## src/rtl/sodor3_imem_feeder.sv

```systemverilog
// sodor3_imem_feeder
// Instruction-memory response stage for the sodor3 core/model pair. The bench
// pushes instructions into a small FIFO; the feeder hands them to the core
// whenever it requests a fetch. Shift immediates are sanitized, non-OP-IMM
// words are optionally replaced by a NOP, and NOPs are inserted during reset,
// warm-up and starvation. While the core is not requesting, the last
// presented word is held stable.
//
// Ports:
//   clk, reset           clock and synchronous active-high reset
//   in_instr, in_valid   instruction push from the bench
//   in_ready             FIFO accepts a push this cycle
//   imem_req_valid/addr  core fetch request and address
//   imem_resp_data       combinational instruction to core and model
//   issued_count         saturating count of popped (issued) words
//   bubble_count         saturating count of requested NOP bubbles
//   last_issue_addr      fetch address captured at the most recent pop
//   fifo_level           current FIFO occupancy
module sodor3_imem_feeder #(
    parameter int          DEPTH      = 4,
    parameter int          WARMUP     = 2,
    parameter logic [31:0] NOP        = 32'h00000013,
    parameter int          ITYPE_ONLY = 1
) (
    input  logic                     clk,
    input  logic                     reset,
    input  logic [31:0]              in_instr,
    input  logic                     in_valid,
    output logic                     in_ready,
    input  logic                     imem_req_valid,
    input  logic [31:0]              imem_req_addr,
    output logic [31:0]              imem_resp_data,
    output logic [15:0]              issued_count,
    output logic [15:0]              bubble_count,
    output logic [31:0]              last_issue_addr,
    output logic [$clog2(DEPTH):0]   fifo_level
);

    localparam int AW = $clog2(DEPTH);
    localparam int WW = (WARMUP > 1) ? $clog2(WARMUP) : 1;
    localparam logic [WW-1:0] WARM_LAST = WW'((WARMUP > 0) ? WARMUP - 1 : 0);
    localparam logic [6:0]    OP_IMM    = 7'b0010011;

    typedef enum logic [1:0] {
        IDLE = 2'd0,
        WARM = 2'd1,
        RUN  = 2'd2
    } state_t;

    state_t          state_q, state_d;
    logic [WW-1:0]   warm_q, warm_d;
    logic [31:0]     mem [DEPTH];
    logic [AW-1:0]   wr_ptr_q, rd_ptr_q;
    logic [AW:0]     count_q;
    logic [31:0]     hold_q;
    logic [15:0]     issued_q, bubble_q;
    logic [31:0]     last_addr_q;

    logic            full, empty, push, pop, bubble;
    logic [31:0]     head_word;

    // Shift immediates keep only the shamt (and the srai bit for funct3=5);
    // anything that is not OP-IMM becomes a bubble when ITYPE_ONLY is set.
    function automatic logic [31:0] sanitize(input logic [31:0] w);
        logic [31:0] r;
        r = w;
        if (w[6:0] == OP_IMM) begin
            if (w[14:12] == 3'd1) begin
                r[31:20] = w[31:20] & 12'h01F;
            end else if (w[14:12] == 3'd5) begin
                r[31:20] = w[31:20] & 12'h41F;
            end
        end else if (ITYPE_ONLY != 0) begin
            r = NOP;
        end
        return r;
    endfunction

    assign full      = (count_q == (AW+1)'(DEPTH));
    assign empty     = (count_q == '0);
    // A full FIFO refuses pushes even when the same cycle pops.
    assign in_ready  = (state_q != IDLE) && !full;
    assign push      = in_valid && in_ready;
    assign pop       = (state_q == RUN) && imem_req_valid && !empty;
    assign bubble    = imem_req_valid && ((state_q != RUN) || empty);
    assign head_word = sanitize(mem[rd_ptr_q]);

    always_comb begin
        imem_resp_data = hold_q;
        if (reset) begin
            imem_resp_data = NOP;
        end else if (imem_req_valid) begin
            imem_resp_data = pop ? head_word : NOP;
        end
    end

    always_comb begin
        state_d = state_q;
        warm_d  = warm_q;
        case (state_q)
            IDLE: begin
                warm_d  = '0;
                state_d = (WARMUP == 0) ? RUN : WARM;
            end
            WARM: begin
                if (warm_q == WARM_LAST) begin
                    state_d = RUN;
                end else begin
                    warm_d = warm_q + 1'b1;
                end
            end
            RUN:     state_d = RUN;
            default: state_d = IDLE;
        endcase
    end

    // Storage has no reset: entries are only visible through count_q.
    always_ff @(posedge clk) begin
        if (push) begin
            mem[wr_ptr_q] <= in_instr;
        end
    end

    always_ff @(posedge clk) begin
        if (reset) begin
            state_q     <= IDLE;
            warm_q      <= '0;
            wr_ptr_q    <= '0;
            rd_ptr_q    <= '0;
            count_q     <= '0;
            hold_q      <= NOP;
            issued_q    <= '0;
            bubble_q    <= '0;
            last_addr_q <= '0;
        end else begin
            state_q <= state_d;
            warm_q  <= warm_d;
            hold_q  <= imem_resp_data;
            if (push) begin
                wr_ptr_q <= wr_ptr_q + 1'b1;
            end
            if (pop) begin
                rd_ptr_q    <= rd_ptr_q + 1'b1;
                last_addr_q <= imem_req_addr;
                if (issued_q != 16'hFFFF) begin
                    issued_q <= issued_q + 16'd1;
                end
            end
            if (bubble && (bubble_q != 16'hFFFF)) begin
                bubble_q <= bubble_q + 16'd1;
            end
            case ({push, pop})
                2'b10:   count_q <= count_q + 1'b1;
                2'b01:   count_q <= count_q - 1'b1;
                default: count_q <= count_q;
            endcase
        end
    end

    assign issued_count    = issued_q;
    assign bubble_count    = bubble_q;
    assign last_issue_addr = last_addr_q;
    assign fifo_level      = count_q;

endmodule

```

## config.mk

```make
export PLATFORM = sky130hd
export DESIGN_NAME = sodor3_imem_feeder
export DESIGN_NICKNAME = d
export VERILOG_FILES = /design/src/rtl/sodor3_imem_feeder.sv
export SDC_FILE = /design/constraint.sdc
export NUM_CORES = 1
export LEC_CHECK = 0
export ABC_AREA = 1
export ABC_CLOCK_PERIOD_IN_PS = 3500
export CORE_UTILIZATION = 50
export CTS_CLUSTER_DIAMETER = 30
export DETAILED_ROUTE_END_ITERATION = 6
export MAX_ROUTING_LAYER = met4
export PLACE_DENSITY_LB_ADDON = 0.1
export REMOVE_ABC_BUFFERS = 1
export SLEW_MARGIN = 30
export SYNTH_ARGS = -nofsm -noshare
export SYNTH_HDL_FRONTEND = slang
export SYNTH_SLANG_ARGS = --single-unit
```

## constraint.sdc

```tcl
create_clock -name clk -period 3.5 [get_ports clk]
set_input_delay 0.35 -clock clk [delete_from_list [all_inputs] [get_ports clk]]
set_output_delay 0.35 -clock clk [all_outputs]
set_load 0.01 [all_outputs]
```

Yosys cells after proc, flatten, opt, wreduce, memory -nomap -nowiden
Memory sizes are Yosys's and may differ from the RTL's. A register that Yosys moved wholly into a read port is not among the register bits.
Cells that the tools add are included.
- input bits: 68
- word-level logic and storage cells: 60
- bits in writable memories: 128
- memories kept: 1
- register bits after elaboration: 106
- output and inout port bits: 100
- mux-type cells: 16
- add/sub/neg operators: 7
- reductions and logical operators: 15
- equality and inequality tests: 12
- memory list (name ; depth ; bits a word ; read ports ; clocked after Yosys merged registers in ; write ports ; line ; RTL):
    mem ; 4 ; 32 ; 1 ; 1 ; 1 ; 52 ; logic [31:0] mem [DEPTH];
- operator list (kind ; number):
    $mux 32 ; 3
    $mux 12 ; 3
    $add 16x1->16 const B ; 2
    $ne 16x16->1 const B ; 2
    $mux 20 ; 1
    $eq 7x5->1 const B ; 1
    $eq 3x3->1 const B ; 2
    $logic_and 1x1->1 ; 6
    $mux 2 ; 3
    $pmux 2 s3 ; 1
    $pmux 3 s2 ; 1
    $reduce_bool 2->1 ; 3
    $add 2x1->2 const B ; 2
    $eq 2x1->1 const B ; 2
    $eq 2x2->1 const B ; 2
    $ne 2x2->1 const B ; 2
    $add 3x1->3 const B ; 1
    $eq 3x1->1 const B ; 1
    $logic_not 3->1 ; 1
    $mux 1 ; 3
    $sub 3x1->3 const B ; 1
    $logic_not 1->1 ; 2
    $logic_not 2->1 ; 1
    $pmux 1 s2 ; 1
    3 further kinds ; 3

Depth between registers and ports, before layout
Gate-level depths: netlist of the first run.
- depth in word-level cells: 7
- gate-level depth with buffers: 13
- mapped depth without buffers: 11

Least setup slack after synthesis of the first run
OpenSTA, ideal clock, no wires.
- kind: flip-flop to flip-flop
- start point: reg state_q[0]
- end point: mem mem[0][0] (enable)
- period minus slack after synthesis: 2915 ps
- stages on the path, launching flop included: 6
- data arrival time: 2494 ps
- path slack: 585 ps
- required time: 3079 ps
- buffers on the path: 0
- setup time: 421 ps
- cells stage by stage: dfxtp_1 > inv_1 > ha_1 > a31oi_1 > nand2_1 > nor2_1
- cells in the longest elaborated chain, start to end: 5
- RTL lines (item ; line ; RTL):
    from (decl) ; 50 ; state_t state_q, state_d;
    from (signal assigned) ; 136 ; state_q <= state_d;
    $reduce_bool 2->1 ; 82 ; assign in_ready = (state_q != IDLE) && !full;
    $logic_and 1x1->1 ; 82 ;
    via in_ready ; 29 ; output logic in_ready,
    $logic_and 1x1->1 ; 83 ; assign push = in_valid && in_ready;
    $mux 1 ; 119 ; if (push) begin
    $mux 1 (implied by the code) ; 120 ; mem[wr_ptr_q] <= in_instr;
    to (decl) ; 52 ;
The timed path passes the listed nets, and every way through them passes these cells.

==> results.cfg, run 1 <==
[clock_tree]
cts_made_buffers = 42
clk_path_buf_depth = 3
cts-root-buf = clkbuf_16
clkTransAtPathRegs_ns = 0.05
cts.sinks = 236
cts_tree = yes
cts_hold_buf = 0
cts_resized = 0
htreeDepth = 2
clock_latency_ns = 0.51
postCtsSetupBuffers = 0

[layout]
multiInputGateArea_um2 = 3130
syn_to_final_growth_pct = 34.6
nets = 1277
register_area_um2 = 6010
num-fill-cells = 1462
drive_gt1_share_pct = 9.42

[run_status]
status = finished, final reports clean

[worst_setup_path]
crit_type = flop to output pin
crit_path_end_kind = output pin
crit_path_cell_trace = inv_1, buf_4, nand2_1, nand3_1, nand2_1, nand3_1, nand2_1, o21ai_0, clkdlybuf4s50_1
worstSetupStartpointType = flop
crit_path_max_fanout = 25
critPathMaxStageDelay_ns = 0.62
arrival_ns = 2.81
cpMostUsedCell = nand2_1
path_delay_family = buffers and inverters
critPathRequiredTime_ns = 3.15
crit_buf_inv = 3
critical-path-slowest-cell = clkdlybuf4s50_1

[global_route]
grt_usage_pct = 22.8
grt_antenna_before_repair = 2
grt_pass1_vias = 7004
overflow = 0
grt_max_degree = 53
grt_pass1_wl_um = 34400

[place]
place_hpwl_um = 13200
dp_slack_ns = 0.709
routabilityCongestion = 0.838
io_buffer_count = 167

[power_and_ir_drop]
power_density_nw_per_um2 = 615
leakage_uw = 0.00484
power.ir.vdd_worst_mv = 0.358
p_int_uw = 6010
netSwitchingFraction_pct = 24.0
seqPwrFrac_pct = 40.8
switching_power_uw = 1900
p_clk_share_pct = 49.3
comb_power_share_pct = 9.9

[yosys]
synth_most_common_cell = nand2_1
synth_cell_types = 33
ys_seq_area_share_pct = 62.9
synth_common_cells = nand2_1 (252), nor2_1 (173), edfxtp_1 (128), dfxtp_1 (108), o21ai_0 (101)
synth_seq_cells = 236
synth_top_area_cell = edfxtp_1
yosys-top-cells-area = edfxtp_1 (40%), dfxtp_1 (23%), nand2_1 (9.9%)
synthArstFlopShare_pct = 0
synth_cells = 1011
synth_edf_count = 128
synth.avg_cell_area_um2 = 9.45
synth_flop_cell = edfxtp_1
yosys_warnings = 0
synth_top_area_share_pct = 40.2
netlist_area_um2 = 9550

[sta]
finalHoldViolCount = 0
finalSetupViolations = 0
tightest_slew_ns = 0.588
fin_skew_ns = 0.0123
rsz0062_at_grt = no
fin_crit_sh_pct = 90.2
fmax_mhz = 317
final_max_slew_viol_count = 0
period_needed_ns = 3.16
worst_slack_ns = 0.344
setup_tns_ns = 0
relSlewSlack_pct = 60.7

[routing]
antenna_left = 0
drt_iter0_drc = 321
drt_pre_antenna_iters = 4
routedWlPerCell_um = 14.4
wirelength_um = 21200
vias = 7327
drcViolationCount = 0
viasPerCell = 4.99

[floorplanning]
die_x_um = 140
die_h_um = 140
die_area_um2 = 19700
start_util_pct = 51.1
num_rows = 50
fp.coreArea_um2 = 18700
ios = 168

[min_path]
hp-class = flop to flop

[run]
cap_violations = 0
## per-layer routing
| layer | vias up | share of wire, % | track usage, % |
|---|---|---|---|
| met4 | 0 | 1.5 | 6.71 |
| li1 | 3756 | - | - |
| met2 | 216 | 46 | 35.9 |
| met3 | 29 | 7.5 | 6.43 |
| met1 | 3326 | 45 | 28.6 |
| met5 | - | 0 | - |
## worst paths after layout
check                           cells after the start  slack (ns)               startpoint              endpoint
worst max register to register                      6        1.08  state_q[0]$_SDFFE_PP0P_   mem[1][1]$_DFFE_PP_
worst min register to register                      1        0.44     hold_q[4]$_SDFF_PP1_  hold_q[4]$_SDFF_PP1_
worst max-delay path                                9        0.34                     flop    imem_resp_data[30]
worst min-delay path                                1        0.44     hold_q[4]$_SDFF_PP1_  hold_q[4]$_SDFF_PP1_
## placed cells by master (no fill, tap or decap), drive strengths merged
cell,instances
o22ai,21
clkdlybuf4s50,167
xnor2,5
nand4,11
nand2,256
ha,10
nand3b,4
nor2,177
clkinv,18
or2,6
fa,1
clkbuf,52
dfxtp,108
clkinvlp,5
a31oi,1
bufinv,2
edfxtp,128
nand3,32
inv,61
diode,2
o21ai,101
a32o,1
xor2,6
buf,15
nor3,3
a21oi,41
## per-stage QoR
stage               hold WS, ns  instance area [um2]  cells  util [%]  total power (uW)
CTS                       0.438                12900   1466      68.7              7990
detailed placement        0.425                11500   1388      61.2              4060
floorplan                 0.409                 9340    972         -              3680
global placement          0.420                11500   1388      61.2              4050
finish                    0.437                12900   1468      68.7              7900
global route              0.449                12900   1468      68.7              8230
## power by group through the flow
| stage | combinational, uW | sequential, uW | clock (uW) |
|---|---|---|---|
| global route | 877 | 3240 | 4110 |
| finish | 781 | 3230 | 3900 |
| floorplan | 377 | 3300 | 0 |
| global placement | 781 | 3270 | 0 |
| detailed placement | 784 | 3280 | 0 |
| CTS | 792 | 3230 | 3970 |
## state kept, by name, indices dropped and copies added, names as in the netlist, named ones only
signal / cells
mem: 128
hold_q: 32
last_issue_addr: 32
bubble_count: 16
issued_count: 16
fifo_level: 3
rd_ptr_q: 2
state_q: 2
wr_ptr_q: 2
warm_q: 1
## layout make-up
type / instances / share of cell area (%)
sequential: 236 / 46.7
timing repair buffer: 182 / 14.0
inverter: 60 / 1.75
multi-input combinational: 676 / 24.4
clock buffer: 52 / 9.12
antenna: 2 / 0.0389
clock inverter: 26 / 1.76
tap: 234 / 2.28
## cells by family after synthesis
kind of cell	Yosys count	share of synthesized area [%]
AND/OR/NAND/NOR	489	20.9
XOR/XNOR	11	1.01
AO/OA/AOI/OAI	165	9.06
buffers and inverters	99	4.61
adder cells (fa/ha/maj)	11	1.52
flip-flops	236	62.9
Power figures use the tool's default switching activity.
==> run 2, diff against run 1 <==
ABC_AREA = unset   (was 1)
PLACE_DENSITY = 0.77   (was unset)
PLACE_DENSITY_LB_ADDON = unset   (was 0.1)
==> run 2 against run 1 <==
Compared with the run above: synthesized area down 5.6%; combinational power down 13%; sequential power about the same; setup slack worse by 0.097 ns.
==> results.cfg, run 2 <==
[run_status]
status = finished, final reports clean

[power_and_ir_drop]
power.ir.vdd_worst_mv = 0.553
power_density_nw_per_um2 = 659
leakage_uw = 0.00432

[floorplanning]
ios = 168
start_util_pct = 51.6
num_rows = 48
die_area_um2 = 18600
die_h_um = 136
fp.coreArea_um2 = 17500
die_x_um = 136

[worst_setup_path]
worstSetupStartpointType = flop
crit_path_end_kind = output pin
arrival_ns = 2.90
crit_type = flop to output pin
critPathRequiredTime_ns = 3.15
crit_path_max_fanout = 21

[clock_tree]
clock_latency_ns = 0.52
cts.sinks = 236
cts_tree = yes
clk_path_buf_depth = 3
cts_made_buffers = 45
htreeDepth = 2
cts-root-buf = clkbuf_16
cts_hold_buf = 0
clkTransAtPathRegs_ns = 0.05

[yosys]
synth_fa_ha_area_share_pct = 1.61
ys_seq_area_share_pct = 66.6
synthArstFlopShare_pct = 0
synth_flop_cell = edfxtp_1
synth_edf_count = 128
yosys.area_share.simple_pct = 11.8
synthXorXnorAreaFrac_pct = 2.72
netlist_area_um2 = 9020
synth_top_family_by_area = simple AND/OR/NAND/NOR gates
synth.avg_cell_area_um2 = 12.8
synth_cells = 702
synth_top_area_share_pct = 42.6
synth_most_common_cell = edfxtp_1
synth-compound-area-share_pct = 7.52
yosys-top-cells-area = edfxtp_1 (43%), dfxtp_1 (24%), mux4_2 (6.2%)
yosys_warnings = 0
synth_seq_cells = 236
synth_common_cells = edfxtp_1 (128), dfxtp_1 (108), nand2_1 (94), nor2_1 (46)
synthMuxAreaShare_pct = 6.85
synth_cell_types = 51
synth_top_area_cell = edfxtp_1

[sta]
fmax_mhz = 307
relSlewSlack_pct = 42.5
setup_tns_ns = 0
rsz0062_at_grt = no
period_needed_ns = 3.25
fin_crit_sh_pct = 92.9
finalSetupViolations = 0
finalHoldWorstSlack_ns = 0.376
fin_skew_ns = 0.0157
final_max_slew_viol_count = 0
tightest_slew_ns = 0.862
finalHoldViolCount = 0

[global_route]
grt_max_degree = 83
grt_use_met3_pct = 7.64
grt_pass1_vias = 6041
busiest_layer = met2
use_met2_pct = 34.9
grt_usage_pct = 22.5
grt_antenna_before_repair = 1
gr-usage-met1_pct = 27.4
grt_pass1_wl_um = 30800
overflow = 0

[layout]
final_cell_mix = clkdlybuf4s50_1 (166), edfxtp_1 (128), dfxtp_1 (107), nand2_1 (94), clkbuf_16 (47)
regMostFlops = mem
largest_reg_flops = 128
syn_to_final_growth_pct = 39.2
final_common_cell = clkdlybuf4s50_1
drive_gt1_share_pct = 14.1
register_area_um2 = 6010
nets = 973
multiInputGateArea_um2 = 2790
final_area_um2 = 12600
stdcell_count = 1158
post-route-util_pct = 71.9
num-fill-cells = 1183

[place]
place_hpwl_um = 11900
place_area_um2 = 10900
io_buffer_count = 167
routabilityCongestion = 0.806
dp_cells = 1069

[routing]
antenna_left = 0
drt_pre_antenna_iters = 4
routedWlPerCell_um = 16.8
drt_iter0_drc = 301
vias = 6108
wirelength_um = 19400
viasPerCell = 5.27
drcViolationCount = 0

[min_path]
hp-class = primary input to flop

[run]
cap_violations = 0
-- run 2: changes by cell type after synthesis, moves of 8 or more --
cell / before / now
and3_1: 0 / 8
and2_1: 0 / 9
nand2_1: 252 / 94
nor2_1: 173 / 46
o21ai_0: 101 / 41
nor3_1: 1 / 9
nand3_1: 29 / 10
or3_1: 0 / 8
buf_4: 9 / 0
a22o_1: 0 / 12
xnor2_1: 5 / 25
inv_1: 55 / 28
o22ai_1: 21 / 0
mux4_2: 0 / 25
-- run 2: per-stage QoR --
| step | setup slack, ns | total power [uW] |
|---|---|---|
| detailed placement | 0.381 | 3950 |
| finish | 0.247 | 8280 |
| global placement | 0.399 | 3930 |
| floorplan | -1.18 | 3620 |
| CTS | 0.0141 | 8370 |
| global route | 0.0499 | 8580 |
-- run 2: kinds of logic (layout without fill, tap and decap cells) --
| family | after synthesis | count (layout) |
|---|---|---|
| AND/OR/NAND/NOR | 220 | 220 |
| other | 0 | 2 |
| adder cells (fa/ha/maj) | 11 | 11 |
| AO/OA/AOI/OAI | 114 | 114 |
| multiplexers | 30 | 30 |
| flip-flops | 236 | 236 |
| XOR/XNOR | 28 | 28 |
| buffers and inverters | 63 | 292 |
-- run 2: layout make-up --
class / count / area share, %
clock inverters: 31 / 3.05
flip-flops and latches: 236 / 47.8
diodes: 2 / 0.0399
multi-input cells: 403 / 22.2
repair buffers: 179 / 14.2
well taps: 225 / 2.24
inverters: 29 / 0.867
clock buffers: 53 / 9.54
-- run 2: metal layers --
| layer | vias up | part of all wire, % | wire length, um |
|---|---|---|---|
| met5 | - | 0 | 0 |
| met4 | 0 | 1.7 | 337 |
| met3 | 29 | 8.5 | 1660 |
| met2 | 208 | 47 | 9200 |
| met1 | 2929 | 42 | 8220 |
| li1 | 2942 | - | - |
-- run 2: power by group --
group	internal, uW	total [uW]	leakage, uW	switching (uW)
Sequential	3130	3210	0.00203	80.2
Combinational	306	678	0.00154	372
Clock	2980	4390	0.000750	1410
Total	6420	8280	0.00432	1860
-- run 2: path summary, 6_finish.rpt --
kind,end,start,slack (ns),depth (start not counted)
hold / removal,hold_q[7]$_SDFF_PP0_,reset,0.38,5
setup reg to reg,issued_count[15]$_SDFFE_PP0P_,state_q[0]$_SDFFE_PP0P_,1.02,10
setup / recovery,imem_resp_data[17],mem[1][3]$_DFFE_PP_,0.25,6
hold reg to reg,hold_q[4]$_SDFF_PP1_,hold_q[4]$_SDFF_PP1_,0.43,1
-- run 2: repair_timing --
item,CTS,global route
resized for setup,0,0
setup buffers,2,0
setup endpoints to repair,6,0
-- run 2: critical path: stages, from the launching register on --
cell	delay (ns)
edfxtp_1	0.35
or4b_1	0.54
o21ai_1	0.18
o221ai_2	0.24
buf_4	0.28
o21ai_0	0.22
clkdlybuf4s50_1	0.57
==> run 3, diff against run 2 <==
CORE_MARGIN = 10   (was unset)
==> run 3 against run 2 <==
Compared with the run above: power decreased by 4.5%; die area increased by 28%; setup slack got worse by 0.043 ns; sequential share of layout area increased by 0.69 points; first-iteration DRC count increased by 10%; non-clock buffer count decreased by 2; critical path depth increased by 1.
==> results.cfg, run 3 (same netlist as run 2, synthesis figures left out) <==
[routing]
antenna_left = 0
vias = 6033
drcViolationCount = 0
drt_iter0_drc = 332
wirelength_um = 20600
drt_pre_antenna_iters = 5
routedWlPerCell_um = 17.9
viasPerCell = 5.23

[floorplanning]
ios = 168
die_h_um = 154
die_area_um2 = 23800
start_util_pct = 50.6
num_rows = 49
fp.coreArea_um2 = 17800
die_x_um = 154

[clock_tree]
postCtsSetupBuffers = 0
cts_tree = yes
clkTransAtPathRegs_ns = 0.06
cts-root-buf = clkbuf_16
cts_hold_buf = 0
cts.sinks = 236
htreeDepth = 2
clk_path_buf_depth = 3
cts_resized = 0
cts_made_buffers = 43
clock_latency_ns = 0.51

[run_status]
status = finished, final reports clean

[sta]
rsz0062_at_grt = no
finalHoldWorstSlack_ns = 0.388
finalSetupViolations = 0
fin_skew_ns = 0.0113
period_needed_ns = 3.30
relSlewSlack_pct = 39.1
finalHoldViolCount = 0
tightest_slew_ns = 0.905
fmax_mhz = 303
final_max_slew_viol_count = 0
fin_crit_sh_pct = 94.2

[global_route]
grt_antenna_before_repair = 2
overflow = 0
grt_max_degree = 83
grt_usage_pct = 17.5
grt_pass1_wl_um = 32900
grt_pass1_vias = 6267

[power_and_ir_drop]
comb_power_share_pct = 8.6
p_clk_share_pct = 50.8
leakage_uw = 0.00424
power.ir.vdd_worst_mv = 0.449
power_uw = 7910
seqPwrFrac_pct = 40.6
netSwitchingFraction_pct = 23.9
switching_power_uw = 1890
p_int_uw = 6020
power_density_nw_per_um2 = 639

[worst_setup_path]
crit_path_max_fanout = 12
critPathRequiredTime_ns = 3.15
crit_path_end_kind = output pin
worstSetupStartpointType = flop
crit_type = flop to output pin
arrival_ns = 2.95

[layout]
final_cell_mix = clkdlybuf4s50_1 (166), edfxtp_1 (128), dfxtp_1 (107), nand2_1 (94)
nets = 969
final_common_cell = clkdlybuf4s50_1
syn_to_final_growth_pct = 37.3
num-fill-cells = 1249
largest_reg_flops = 128
drive_gt1_share_pct = 13.7
regMostFlops = mem
post-route-util_pct = 69.4
final_area_um2 = 12400

[min_path]
hp-class = primary input to flop

[run]
cap_violations = 0

[place]
routabilityCongestion = 0.818
place_hpwl_um = 13600
io_buffer_count = 167
place_area_um2 = 10900
-- run 3: changes by cell type in the layout (fill, tap and decap cells not counted), sizes merged --
cell | before | now
clkinvlp | 8 | 7
buf | 13 | 11
inv | 32 | 39
clkinv | 13 | 10
bufinv | 7 | 2
clkbuf | 53 | 49
-- run 3: path summary, 6_finish.rpt --
check	start	end	slack [ns]	depth (start not counted)
worst max-delay path	flop	imem_resp_data[28]	0.20	7
worst min-delay path	imem_req_addr[3]	last_issue_addr[3]$_SDFFE_PP0N_	0.39	3
worst max register to register	state_q[0]$_SDFFE_PP0P_	fifo_level[2]$_SDFFE_PP0P_	1.00	11
worst min register to register	hold_q[1]$_SDFF_PP1_	hold_q[1]$_SDFF_PP1_	0.43	1
-- run 3: stage by stage --
stage | setup slack, ns | instances | setup TNS, ns
after floorplan | -1.18 | 668 | -32.67
after global placement | 0.568 | 1074 | 0
after detailed placement | 0.577 | 1074 | 0
after CTS | 0.175 | 1152 | 0
after global routing | 0.0285 | 1154 | 0
final | 0.204 | 1154 | 0
-- run 3: layout make-up --
type / count / area [um2] / area share [%]
diodes: 2 / 5.00 / 0.0404
clock buffers: 49 / 1160 / 9.38
clock inverters: 29 / 292 / 2.35
inverters: 29 / 109 / 0.879
multi-input cells: 403 / 2780 / 22.4
flip-flops and latches: 236 / 6010 / 48.5
well taps: 229 / 287 / 2.31
repair buffers: 177 / 1740 / 14.1
-- run 3: power groups by stage --
stage          registers [uW]  clock network, uW  logic (uW)
2_1_floorplan            3250                  0         369
3_3_place_gp             3250                  0         683
3_5_place_dp             3260                  0         694
4_1_cts                  3210               4100         699
5_1_grt                  3220               4240         757
6_report                 3210               4020         682
-- run 3: metal layers --
layer,wire length (um),vias up,GRT usage (%)
li1,-,2939,-
met1,8940,2837,21.2
met2,9230,235,25.6
met3,2150,22,8.37
met4,289,0,5.35
met5,0,-,-
-- run 3: critical path, stage by stage (launching register included) --
cell	delay, ns
dfxtp_1	0.32
buf_4	0.17
or4bb_1	0.52
o21ai_1	0.17
o221ai_2	0.16
a21oi_4	0.34
a22o_1	0.21
clkdlybuf4s50_1	0.54
